## src/rtl/pwm_duty_meter.sv

```systemverilog
// pwm_duty_meter: measures period, high time and duty class of an asynchronous PWM input
// and flags a line that has stopped toggling.
module pwm_duty_meter #(
   parameter int CNT_W   = 16,
   parameter int TIMEOUT = 1000,
   parameter int TOL     = 2
) (
   input  logic             CLK_in,
   input  logic             RST,
   input  logic             PWM_in,
   input  logic             EN,
   output logic [CNT_W-1:0] PERIOD,
   output logic [CNT_W-1:0] HIGH_T,
   output logic [6:0]       DUTY_PCT,
   output logic [1:0]       CLASS,
   output logic             MEAS_VALID,
   output logic             OVR,
   output logic             STUCK_HI,
   output logic             STUCK_LO
);
   localparam int DW = CNT_W + 7;
   localparam logic [CNT_W-1:0] ONE = CNT_W'(1);
   localparam logic [CNT_W-1:0] TMO = CNT_W'(TIMEOUT);
   localparam logic [6:0] LO25 = 7'(25 - TOL), HI25 = 7'(25 + TOL);
   localparam logic [6:0] LO50 = 7'(50 - TOL), HI50 = 7'(50 + TOL);
   localparam logic [6:0] LO75 = 7'(75 - TOL), HI75 = 7'(75 + TOL);

   typedef enum logic [1:0] {IDLE, ARM, RUN} state_t;

   state_t           st, st_nx;
   logic             s1, sync, prev, rise;
   logic [CNT_W-1:0] per_cnt, hi_cnt;
   logic [CNT_W-1:0] rem, rem_nx;
   logic [6:0]       quo;
   logic [2:0]       it;
   logic             busy, fin;
   logic             act, cap, ovr_c, tmo, stuck;
   logic [DW-1:0]    dvd;
   logic [CNT_W:0]   trial, diff;
   logic             ge;
   logic [1:0]       cls;

   assign rise   = sync & ~prev;
   assign stuck  = STUCK_HI | STUCK_LO;
   assign dvd    = DW'(hi_cnt) * DW'(100);
   // quo holds the unconsumed dividend bits on the left and shifts quotient bits in on the right
   assign trial  = {rem, quo[6]};
   assign diff   = trial - {1'b0, PERIOD};
   assign ge     = trial >= {1'b0, PERIOD};
   assign rem_nx = ge ? diff[CNT_W-1:0] : trial[CNT_W-1:0];
   assign cls    = (quo >= LO25 && quo <= HI25) ? 2'd1 :
                   (quo >= LO50 && quo <= HI50) ? 2'd2 :
                   (quo >= LO75 && quo <= HI75) ? 2'd3 : 2'd0;

   always_ff @(posedge CLK_in or posedge RST)
      if (RST) {s1, sync, prev} <= '0;
      else     {s1, sync, prev} <= {PWM_in, s1, sync};

   always_ff @(posedge CLK_in or posedge RST)
      if (RST) st <= IDLE;
      else     st <= st_nx;

   always_comb
      st_nx = !EN ? IDLE : st == IDLE ? ARM : rise ? RUN : tmo ? ARM : st;

   always_comb begin
      act   = EN && st != IDLE;
      tmo   = act && !rise && !stuck && per_cnt == TMO;
      cap   = EN && st == RUN && rise && !busy;
      ovr_c = EN && st == RUN && rise && busy;
   end

   // after a timeout the counters freeze until the next edge so the flag cannot retrigger
   always_ff @(posedge CLK_in or posedge RST)
      if (RST) begin
         per_cnt <= '0;
         hi_cnt  <= '0;
      end else if (st == IDLE) begin
         per_cnt <= '0;
         hi_cnt  <= '0;
      end else if (rise) begin
         per_cnt <= ONE;
         hi_cnt  <= ONE;
      end else if (!stuck) begin
         per_cnt <= per_cnt == '1 ? per_cnt : per_cnt + ONE;
         hi_cnt  <= (sync && hi_cnt != '1) ? hi_cnt + ONE : hi_cnt;
      end

   always_ff @(posedge CLK_in or posedge RST)
      if (RST) begin
         STUCK_HI <= 1'b0;
         STUCK_LO <= 1'b0;
      end else if (act && rise) begin
         STUCK_HI <= 1'b0;
         STUCK_LO <= 1'b0;
      end else if (tmo) begin
         STUCK_HI <= sync;
         STUCK_LO <= ~sync;
      end

   always_ff @(posedge CLK_in or posedge RST)
      if (RST) begin
         rem  <= '0;
         quo  <= '0;
         it   <= '0;
         busy <= 1'b0;
         fin  <= 1'b0;
      end else if (!EN) begin
         busy <= 1'b0;
         fin  <= 1'b0;
      end else if (cap) begin
         rem  <= dvd[DW-1:7];
         quo  <= dvd[6:0];
         it   <= '0;
         busy <= 1'b1;
         fin  <= 1'b0;
      end else if (busy) begin
         rem  <= rem_nx;
         quo  <= {quo[5:0], ge};
         it   <= it + 3'd1;
         busy <= it != 3'd6;
         fin  <= it == 3'd6;
      end else begin
         fin  <= 1'b0;
      end

   always_ff @(posedge CLK_in or posedge RST)
      if (RST) begin
         PERIOD     <= '0;
         HIGH_T     <= '0;
         DUTY_PCT   <= '0;
         CLASS      <= '0;
         MEAS_VALID <= 1'b0;
         OVR        <= 1'b0;
      end else begin
         MEAS_VALID <= EN && fin;
         OVR        <= ovr_c;
         if (cap) begin
            PERIOD <= per_cnt;
            HIGH_T <= hi_cnt;
         end
         if (EN && fin) begin
            DUTY_PCT <= quo;
            CLASS    <= cls;
         end
      end
endmodule

```

## config.mk

```make
export PLATFORM = sky130hd
export DESIGN_NAME = pwm_duty_meter
export DESIGN_NICKNAME = d
export VERILOG_FILES = /design/src/rtl/pwm_duty_meter.sv
export SDC_FILE = /design/constraint.sdc
export NUM_CORES = 1
export LEC_CHECK = 0
export ABC_AREA = 1
export ABC_CLOCK_PERIOD_IN_PS = 4400
export CORE_ASPECT_RATIO = 1.25
export CORE_MARGIN = 2
export CORE_UTILIZATION = 59
export CTS_BUF_LIST = sky130_fd_sc_hd__clkbuf_8
export DETAILED_ROUTE_END_ITERATION = 7
export PLACE_DENSITY = 0.79
export SYNTH_ARGS = -nofsm -noshare
export SYNTH_HDL_FRONTEND = slang
export SYNTH_SLANG_ARGS = --single-unit
```

## constraint.sdc

```tcl
create_clock -name CLK_in -period 4.4 [get_ports CLK_in]
set_clock_uncertainty 0.1 [all_clocks]
set_input_delay 0.66 -clock CLK_in [delete_from_list [all_inputs] [get_ports CLK_in]]
set_output_delay 0.66 -clock CLK_in [all_outputs]
set_load 0.01 [all_outputs]
```

==> results.yml, run 1 <==
sta:
  min_period_ps: 3210
  fin_tns_setup_ps: 0
  tightest_slew_ps: 930
  grt_setup_unrepaired: "false"
  fin_crit_sh: 0.729
  fin_ws_ps: 1190
  fmax_mhz: 312
  hold_viol_final: 0
  setup_violations: 0
  slew_viol_final: 0
  relSlewSlack: 0.379
clocking:
  cts_buffers: 9
  cts_tree: "built"
  cts_setup_buffers: 0
  ctsResizeCount: 0
  cts-hold-fix-buffers: 0
  clk_path_buf_depth: 2
  clkTransAtPathRegs_ps: 110
  root_buffer: "clkbuf_8"
  clock_latency_ps: 400
  clock_sinks: 110
  htree_levels: 3
routing:
  antenna_left: 0
  firstDrtPassIters: 5
  drt_iter0_drc: 510
  wl_per_cell_um: 14.6
  post-route-drc-count: 0
  vias_per_cell: 5.41
  wirelength_um: 18600
  via_count: 6879
critical_path:
  critPathKind: "reg -> reg"
  worst_setup_path_start_kind: "flop"
  arrival_ps: 3390
  path_cells: "ha_1 -> ha_1 -> inv_1 -> fa_1 -> inv_1 -> ha_1 -> a21oi_1 -> o21a_1 -> nor2_1 -> nor2_1 -> nand2_1 -> nand2_1 -> nand3_1 -> nand3_2 -> nand2_1"
  worstPathRequired_ps: 4590
  slowest_stage: "fa_1"
  max_stage_delay_ps: 500
  crit_fanout: 5
  cp-end-kind: "flop"
global_routing:
  grt_usage: 0.276
  grt_pass1_vias: 6527
  overflow: 0
  antenna_found_initial: 0
  grt_max_degree: 54
  grt_pass1_wl_um: 31300
placement:
  pre_cts_ws_ps: 1230
  gp_congestion: 0.933
  numPortBuffers: 48
  dp_hpwl_um: 14700
pwr:
  powerDensity_nw_per_um2: 299
  p_leak_nw: 4.51
  max-vdd-ir-drop_mv: 0.251
  power_w: 0.00259
final_layout:
  nFillCells: 1154
  nets: 1184
  diodes: 0
  synthToLayoutAreaGrowth_pct: 10.4
  post-route-util: 0.660
  drive_above_1_share: 0.0627
floorplan:
  die_x_um: 107
  initial_core_util: 0.598
  io_pins: 49
  core_area_um2: 13100
  die_h_um: 133
  rows: 47
  die_area_um2: 14200
synthesis:
  yosysWarnings: 0
  synth_seq_area_share: 0.351
  synth-edff-count: 0
  synthCells: 1052
  yosys-top-cells-area: "dfrtp_1, nand2_1, ha_1"
  async_reset_ff_frac: 1.00
  synthFlopType: "dfrtp_1"
  synth_area_leader_cell: "dfrtp_1"
  yosysMostFrequentCell: "nand2_1"
  syn_area_um2: 7840
  syn_nets: 1140
  synth_top_area_share: 0.351
  synth_commonest_cells: "nand2_1, inv_1, dfrtp_1"
  synth_cell_types: 43
  avgSynthCellArea_um2: 7.45
  synth-seq-cells: 110
outcome:
  status: "completed"
hold_path:
  hold_class: "reg -> reg"
run:
  drv_cap: 0
[cells by family after synthesis]
| group | synth area share |
|---|---|
| xor+xnor | 0.0156 |
| compound gates | 0.115 |
| fa+ha+maj | 0.146 |
| simple gates | 0.272 |
| flops | 0.351 |
| buf+inv | 0.100 |
[critical path: cells and delay by family, from the launching register on]
| kind | cells | cell delay (ps) |
|---|---|---|
| flops | 1 | 450 |
| buf+inv | 2 | 90 |
| compound gates | 2 | 500 |
| simple gates | 7 | 530 |
| fa+ha+maj | 4 | 1450 |
[worst paths after layout]
kind / from / endpoint / slack, ps / cells after the start
min in group asynchronous: RST / it[1] / 550 / 2
hold reg to reg: s1 / sync / 260 / 0
hold / removal: s1 / sync / 260 / 0
setup / recovery: hi_cnt[6] / rem[12] / 1190 / 15
max in group asynchronous: RST / HIGH_T[14] / 2790 / 3
setup reg to reg: hi_cnt[6] / rem[12] / 1190 / 15
[through the flow]
stage / cell area, um^2 / hold WS [ps] / instances
5_1_grt: 8660 / 280 / 1272
4_1_cts: 8660 / 267 / 1272
3_3_place_gp: 8450 / 238 / 1256
6_report: 8660 / 265 / 1272
2_1_floorplan: 7840 / 231 / 1052
3_5_place_dp: 8450 / 242 / 1256
[placed cells by master (no fill, tap or decap), types with 2 or more instances in the layout]
cell,netlist,routed
buf_4,2,5
nand3_2,10,10
inv_1,166,165
clkdlybuf4s50_1,0,48
nor2_2,6,6
clkinv_4,0,2
a21o_1,4,4
nor2_1,69,69
nor3_1,15,15
nand2_2,10,10
ha_1,72,72
dfrtp_1,110,110
nand2_1,274,274
or2_2,4,4
a31oi_1,3,3
o211ai_2,2,2
inv_8,0,2
o22ai_1,3,3
nand2_4,2,2
clkinv_1,3,3
o21ai_0,79,79
inv_2,8,8
nor3b_1,3,3
xor2_1,10,10
o21a_1,4,4
clkbuf_8,0,9
nand4_1,17,17
o21bai_1,4,4
xnor2_1,4,4
o211ai_1,2,2
nand3_1,67,67
o31ai_1,2,2
fa_1,12,12
a21oi_1,52,52
a21oi_2,4,4
nand3b_1,5,5
[sequential cells by signal, indices dropped and copies added (netlist names), 3 cells and up]
register / cells
HIGH_T: 16
PERIOD: 16
quo: 7
rem: 16
per_cnt: 16
it: 3
DUTY_PCT: 7
hi_cnt: 16
[where the power goes]
part,switching [W],internal [W]
clock,0.000404,0.000231
combinational,0.000471,0.000289
sequential,0.0000832,0.00111
[cell type report]
type | instances | area, um^2 | area share
repair buffers | 53 | 518 | 0.0598
well taps | 171 | 214 | 0.0247
inverters | 177 | 667 | 0.0770
clock buffers | 9 | 124 | 0.0143
clock inverters | 7 | 81.3 | 0.00940
flip-flops and latches | 110 | 2750 | 0.318
multi-input cells | 745 | 4300 | 0.497
[per-layer routing]
metal / track usage / up-vias / wire [um]
met5: 0 / - / 0
met4: 0.107 / 0 / 669
met3: 0.0350 / 38 / 777
met2: 0.461 / 186 / 8910
met1: 0.363 / 3182 / 8260
li1: - / 3473 / -
(Power assumes the default switching activity.)
==> inputs of run 2 (changes only) <==
ABC_CLOCK_PERIOD_IN_PS = 3010   (was 4400)
clock period = 3.01 ns   (was 4.4 ns; I/O delays follow)
==> results.yml, run 2 (synthesis results as in run 1) <==
outcome:
  status: "finished, violations left"
  violations: "setup timing"
sta:
  fin_ws_ps: -61.1
  fmax_mhz: 326
  tightest_slew_ps: 639
  setup_violations: 2
  relSlewSlack: 0.574
  min_period_ps: 3070
  slew_viol_final: 0
  grt_setup_unrepaired: "true"
  hold_viol_final: 0
  fin_crit_sh: 1.02
pwr:
  internal-power_w: 0.00238
  max-vdd-ir-drop_mv: 0.353
  p_leak_nw: 4.89
  p_seq_frac: 0.459
  power_frac_clock: 0.245
  combPwrFrac: 0.296
  powerDensity_nw_per_um2: 397
  sw_frac_of_total: 0.373
  power_switching_w: 0.00141
  power_w: 0.00379
global_routing:
  grt_pass1_wl_um: 33500
  grt_max_degree: 111
  grt_usage: 0.298
  antenna_found_initial: 0
  grt_pass1_vias: 6879
  overflow: 0
floorplan:
  core_area_um2: 13100
  initial_core_util: 0.598
  die_x_um: 107
  rows: 47
  io_pins: 49
  die_h_um: 133
  die_area_um2: 14200
final_layout:
  final_common_cell: "nand2_1"
  final_cells: 1320
  synthToLayoutAreaGrowth_pct: 21.9
  nets: 1232
  nFillCells: 1010
  seq_area_um2: 2760
  post-route-util: 0.729
  final_cell_mix: "nand2_1, inv_1, dfrtp_1"
  diodes: 0
  drive_above_1_share: 0.171
  multiInputGateArea_um2: 4820
critical_path:
  cp-end-kind: "flop"
  worstPathRequired_ps: 3260
  crit_fanout: 4
  arrival_ps: 3320
  critPathKind: "reg -> reg"
  reg2reg_slack_ps: -60
  worst_setup_path_start_kind: "flop"
hold_path:
  hold_class: "reg -> reg"
routing:
  post-route-drc-count: 0
  drt_iter0_drc: 494
  antenna_left: 0
  firstDrtPassIters: 5
  vias_per_cell: 5.54
  wirelength_um: 21300
  wl_per_cell_um: 16.2
  via_count: 7319
placement:
  dp.cells: 1296
  dp_hpwl_um: 15200
  gp_congestion: 0.958
  numPortBuffers: 48
clocking:
  clock_latency_ps: 410
  root_buffer: "clkbuf_8"
  clkTransAtPathRegs_ps: 120
  clock_sinks: 110
  clk_path_buf_depth: 2
  cts_tree: "built"
  htree_levels: 3
  cts_buffers: 9
run:
  drv_cap: 0
## run 2: cell types whose count changed in the layout (fill, tap and decap cells not counted), sizes merged
cell,delta
buf,+48
clkinv,+2
clkinvlp,+1
inv,-3
## run 2: power groups by stage
stage / sequential (W) / clock, W / combinational, W
4_1_cts: 0.00174 / 0.000937 / 0.00112
3_5_place_dp: 0.00176 / 0 / 0.00110
2_1_floorplan: 0.00176 / 0 / 0.000755
3_3_place_gp: 0.00176 / 0 / 0.00109
6_report: 0.00174 / 0.000930 / 0.00112
5_1_grt: 0.00175 / 0.000998 / 0.00127
## run 2: worst paths after layout
check | from | to | cells past startpoint
min in group asynchronous | RST | rem[7] | 3
hold / removal | s1 | sync | 0
setup reg to reg | hi_cnt[10] | rem[11] | 14
hold reg to reg | s1 | sync | 0
setup / recovery | hi_cnt[10] | rem[11] | 14
max in group asynchronous | RST | hi_cnt[14] | 3
## run 2: worst max-delay path, stage by stage, from the launching register on
cell     delay, ps
dfrtp_1        440
ha_1           320
ha_1           280
inv_1           50
fa_1           490
inv_1           60
ha_4           320
nand2_4         90
nor2_4         200
nand2_1        140
nand4_1        180
nand3_2        110
nand2_1         80
inv_1           50
a21oi_2        110
## run 2: per-layer routing
layer	GRT usage	part of all wire
met1	0.389	0.41
met2	0.498	0.49
met3	0.0463	0.054
met4	0.112	0.045
met5	0	0
## run 2: area by class of cell
cell class / count / area share
well taps: 171 / 0.0224
clock inverters: 7 / 0.00812
inverters: 177 / 0.0699
repair buffers: 101 / 0.0940
flip-flops and latches: 110 / 0.288
multi-input cells: 745 / 0.504
clock buffers: 9 / 0.0130
## run 2: metrics by stage
step / hold WS (ps) / cell area (um^2) / worst slack, ps / TNS, ps
finish: 270 / 9560 / -61.1 / -79.4
floorplan: 231 / 7840 / 101 / 0
CTS: 271 / 9090 / 1.53 / 0
detailed placement: 243 / 8760 / -117 / -469
global placement: 244 / 8760 / -83.4 / -203
global route: 274 / 9560 / -176 / -1040
## run 2: repair_timing
item	in CTS	in global routing
buffers inserted	0	9
pin swaps	2	60
hold buffers	0	0
resized for setup	21	92
setup endpoints to repair	10	14
gates cloned	0	0
==> inputs of run 3 (changes only) <==
--- a/config.mk
+++ b/config.mk
@@ -10,8 +10,8 @@
 export CORE_ASPECT_RATIO = 1.25
 export CORE_MARGIN = 2
-export CORE_UTILIZATION = 59
+export CORE_UTILIZATION = 62
 export CTS_BUF_LIST = sky130_fd_sc_hd__clkbuf_8
 export DETAILED_ROUTE_END_ITERATION = 7
-export PLACE_DENSITY = 0.79
+export PLACE_DENSITY = 0.83
 export SYNTH_ARGS = -nofsm -noshare
 export SYNTH_HDL_FRONTEND = slang
--- a/constraint.sdc
+++ b/constraint.sdc
@@ -3,3 +3,3 @@
 set_input_delay 0.4515 -clock CLK_in [delete_from_list [all_inputs] [get_ports CLK_in]]
 set_output_delay 0.4515 -clock CLK_in [all_outputs]
-set_load 0.01 [all_outputs]
+set_load 0.005 [all_outputs]
==> results.yml, run 3 (synthesis results as in run 1) <==
routing:
  via_count: 7436
  wirelength_um: 22400
  post-route-drc-count: 0
  vias_per_cell: 5.65
  antenna_left: 0
  wl_per_cell_um: 17.0
  drt_iter0_drc: 710
  firstDrtPassIters: 5
sta:
  fmax_mhz: 320
  fin_crit_sh: 1.04
  tightest_slew_ps: 743
  setup_violations: 3
  relSlewSlack: 0.503
  hold_viol_final: 0
  fin_ws_ps: -117
  min_period_ps: 3130
  slew_viol_final: 0
outcome:
  status: "finished, violations left"
  violations: "setup timing"
critical_path:
  cp-end-kind: "flop"
  crit_family: "adder cells"
  max_stage_delay_ps: 500
  slowest_stage: "fa_1"
  worst_setup_path_start_kind: "flop"
  crit_fanout: 4
  worstPathRequired_ps: 3260
  path_cells: "ha_4 -> ha_4 -> inv_1 -> fa_1 -> inv_2 -> ha_4 -> nor2_1 -> a21oi_2 -> buf_4 -> buf_4 -> nand3_1 -> nand3_1 -> nand2_1 -> nand3_1 -> nand2_1 -> inv_2 -> a21oi_2"
  critPathKind: "reg -> reg"
  arrival_ps: 3380
  cp_num_buf_inv: 5
final_layout:
  seq_area_um2: 2760
  final_cell_mix: "nand2_1, inv_1, dfrtp_1"
  synthToLayoutAreaGrowth_pct: 23.4
  final_cells: 1317
  final_common_cell: "nand2_1"
  drive_above_1_share: 0.180
  nets: 1236
  multiInputGateArea_um2: 4890
  diodes: 0
  nFillCells: 850
global_routing:
  met1_usage: 0.411
  grtUsageMet2: 0.525
  overflow: 0
  grt_pass1_vias: 6901
  antenna_found_initial: 0
  grt_busiest_layer: "met2"
  grt_pass1_wl_um: 33600
  use_met3: 0.0400
  grt_max_degree: 111
  grt_usage: 0.311
floorplan:
  io_pins: 49
  core_area_um2: 12200
  initial_core_util: 0.641
  die_x_um: 105
  die_h_um: 130
  die_area_um2: 13600
  rows: 45
placement:
  gp_congestion: 0.983
  dp_hpwl_um: 15500
  numPortBuffers: 48
  dp.cells: 1288
pwr:
  p_leak_nw: 4.82
  powerDensity_nw_per_um2: 401
  max-vdd-ir-drop_mv: 0.427
  power_w: 0.00388
clocking:
  root_buffer: "clkbuf_8"
  cts_tree: "built"
  cts-hold-fix-buffers: 0
  clock_latency_ps: 400
  clkTransAtPathRegs_ps: 120
  clock_sinks: 110
  clk_path_buf_depth: 2
  htree_levels: 3
  cts_buffers: 9
run:
  drv_cap: 0
hold_path:
  hold_class: "reg -> reg"
run 3: cell count changes in the layout (fill, tap and decap cells not counted), sizes merged:
cell,change
inv,+1
clkinv,-4
clkbuf,+1
clkinvlp,+1
buf,+4
bufinv,+1
run 3: per-layer routing:
metal / up-vias / routed length (um)
met2: 300 / 11100
met1: 3500 / 8990
met4: 0 / 896
li1: 3575 / -
met5: - / 0
met3: 61 / 1420
run 3: final timing paths:
kind / from / endpoint / slack (ps) / cells past startpoint
hold reg to reg: s1 / sync / 270 / 0
max in group asynchronous: RST / hi_cnt[7] / 1860 / 3
min in group asynchronous: RST / rem[8] / 410 / 3
hold / removal: s1 / sync / 270 / 0
setup reg to reg: hi_cnt[4] / rem[11] / -120 / 17
setup / recovery: hi_cnt[4] / rem[11] / -120 / 17
run 3: per-stage QoR:
step	setup slack [ps]	hold WS, ps	utilization	TNS [ps]	instance area (um^2)
after floorplan	101	231	-	0	7840
after global placement	-101	243	0.716	-196	8750
after detailed placement	-138	243	0.716	-464	8750
after CTS	9.71	275	0.744	0	9090
after global routing	-175	282	0.791	-860	9670
final	-117	269	0.791	-171	9670
run 3: final cells by class:
class / instances / area share
clock inverter: 6 / 0.00880
timing repair buffer: 105 / 0.0956
tap: 164 / 0.0212
inverter: 177 / 0.0691
sequential: 110 / 0.285
clock buffer: 10 / 0.0142
multi-input combinational: 745 / 0.506
run 3: power breakdown:
group	switching (W)	internal [W]
clock network	0.000578	0.000429
registers	0.000120	0.00162
logic	0.000703	0.000431
total	0.00140	0.00248
run 3: timing repair:
action | CTS | global route
pin swaps | 7 | 43
setup endpoints to repair | 10 | 12
cloned | 0 | 0
gates resized for setup | 15 | 94
setup buffers | 3 | 10
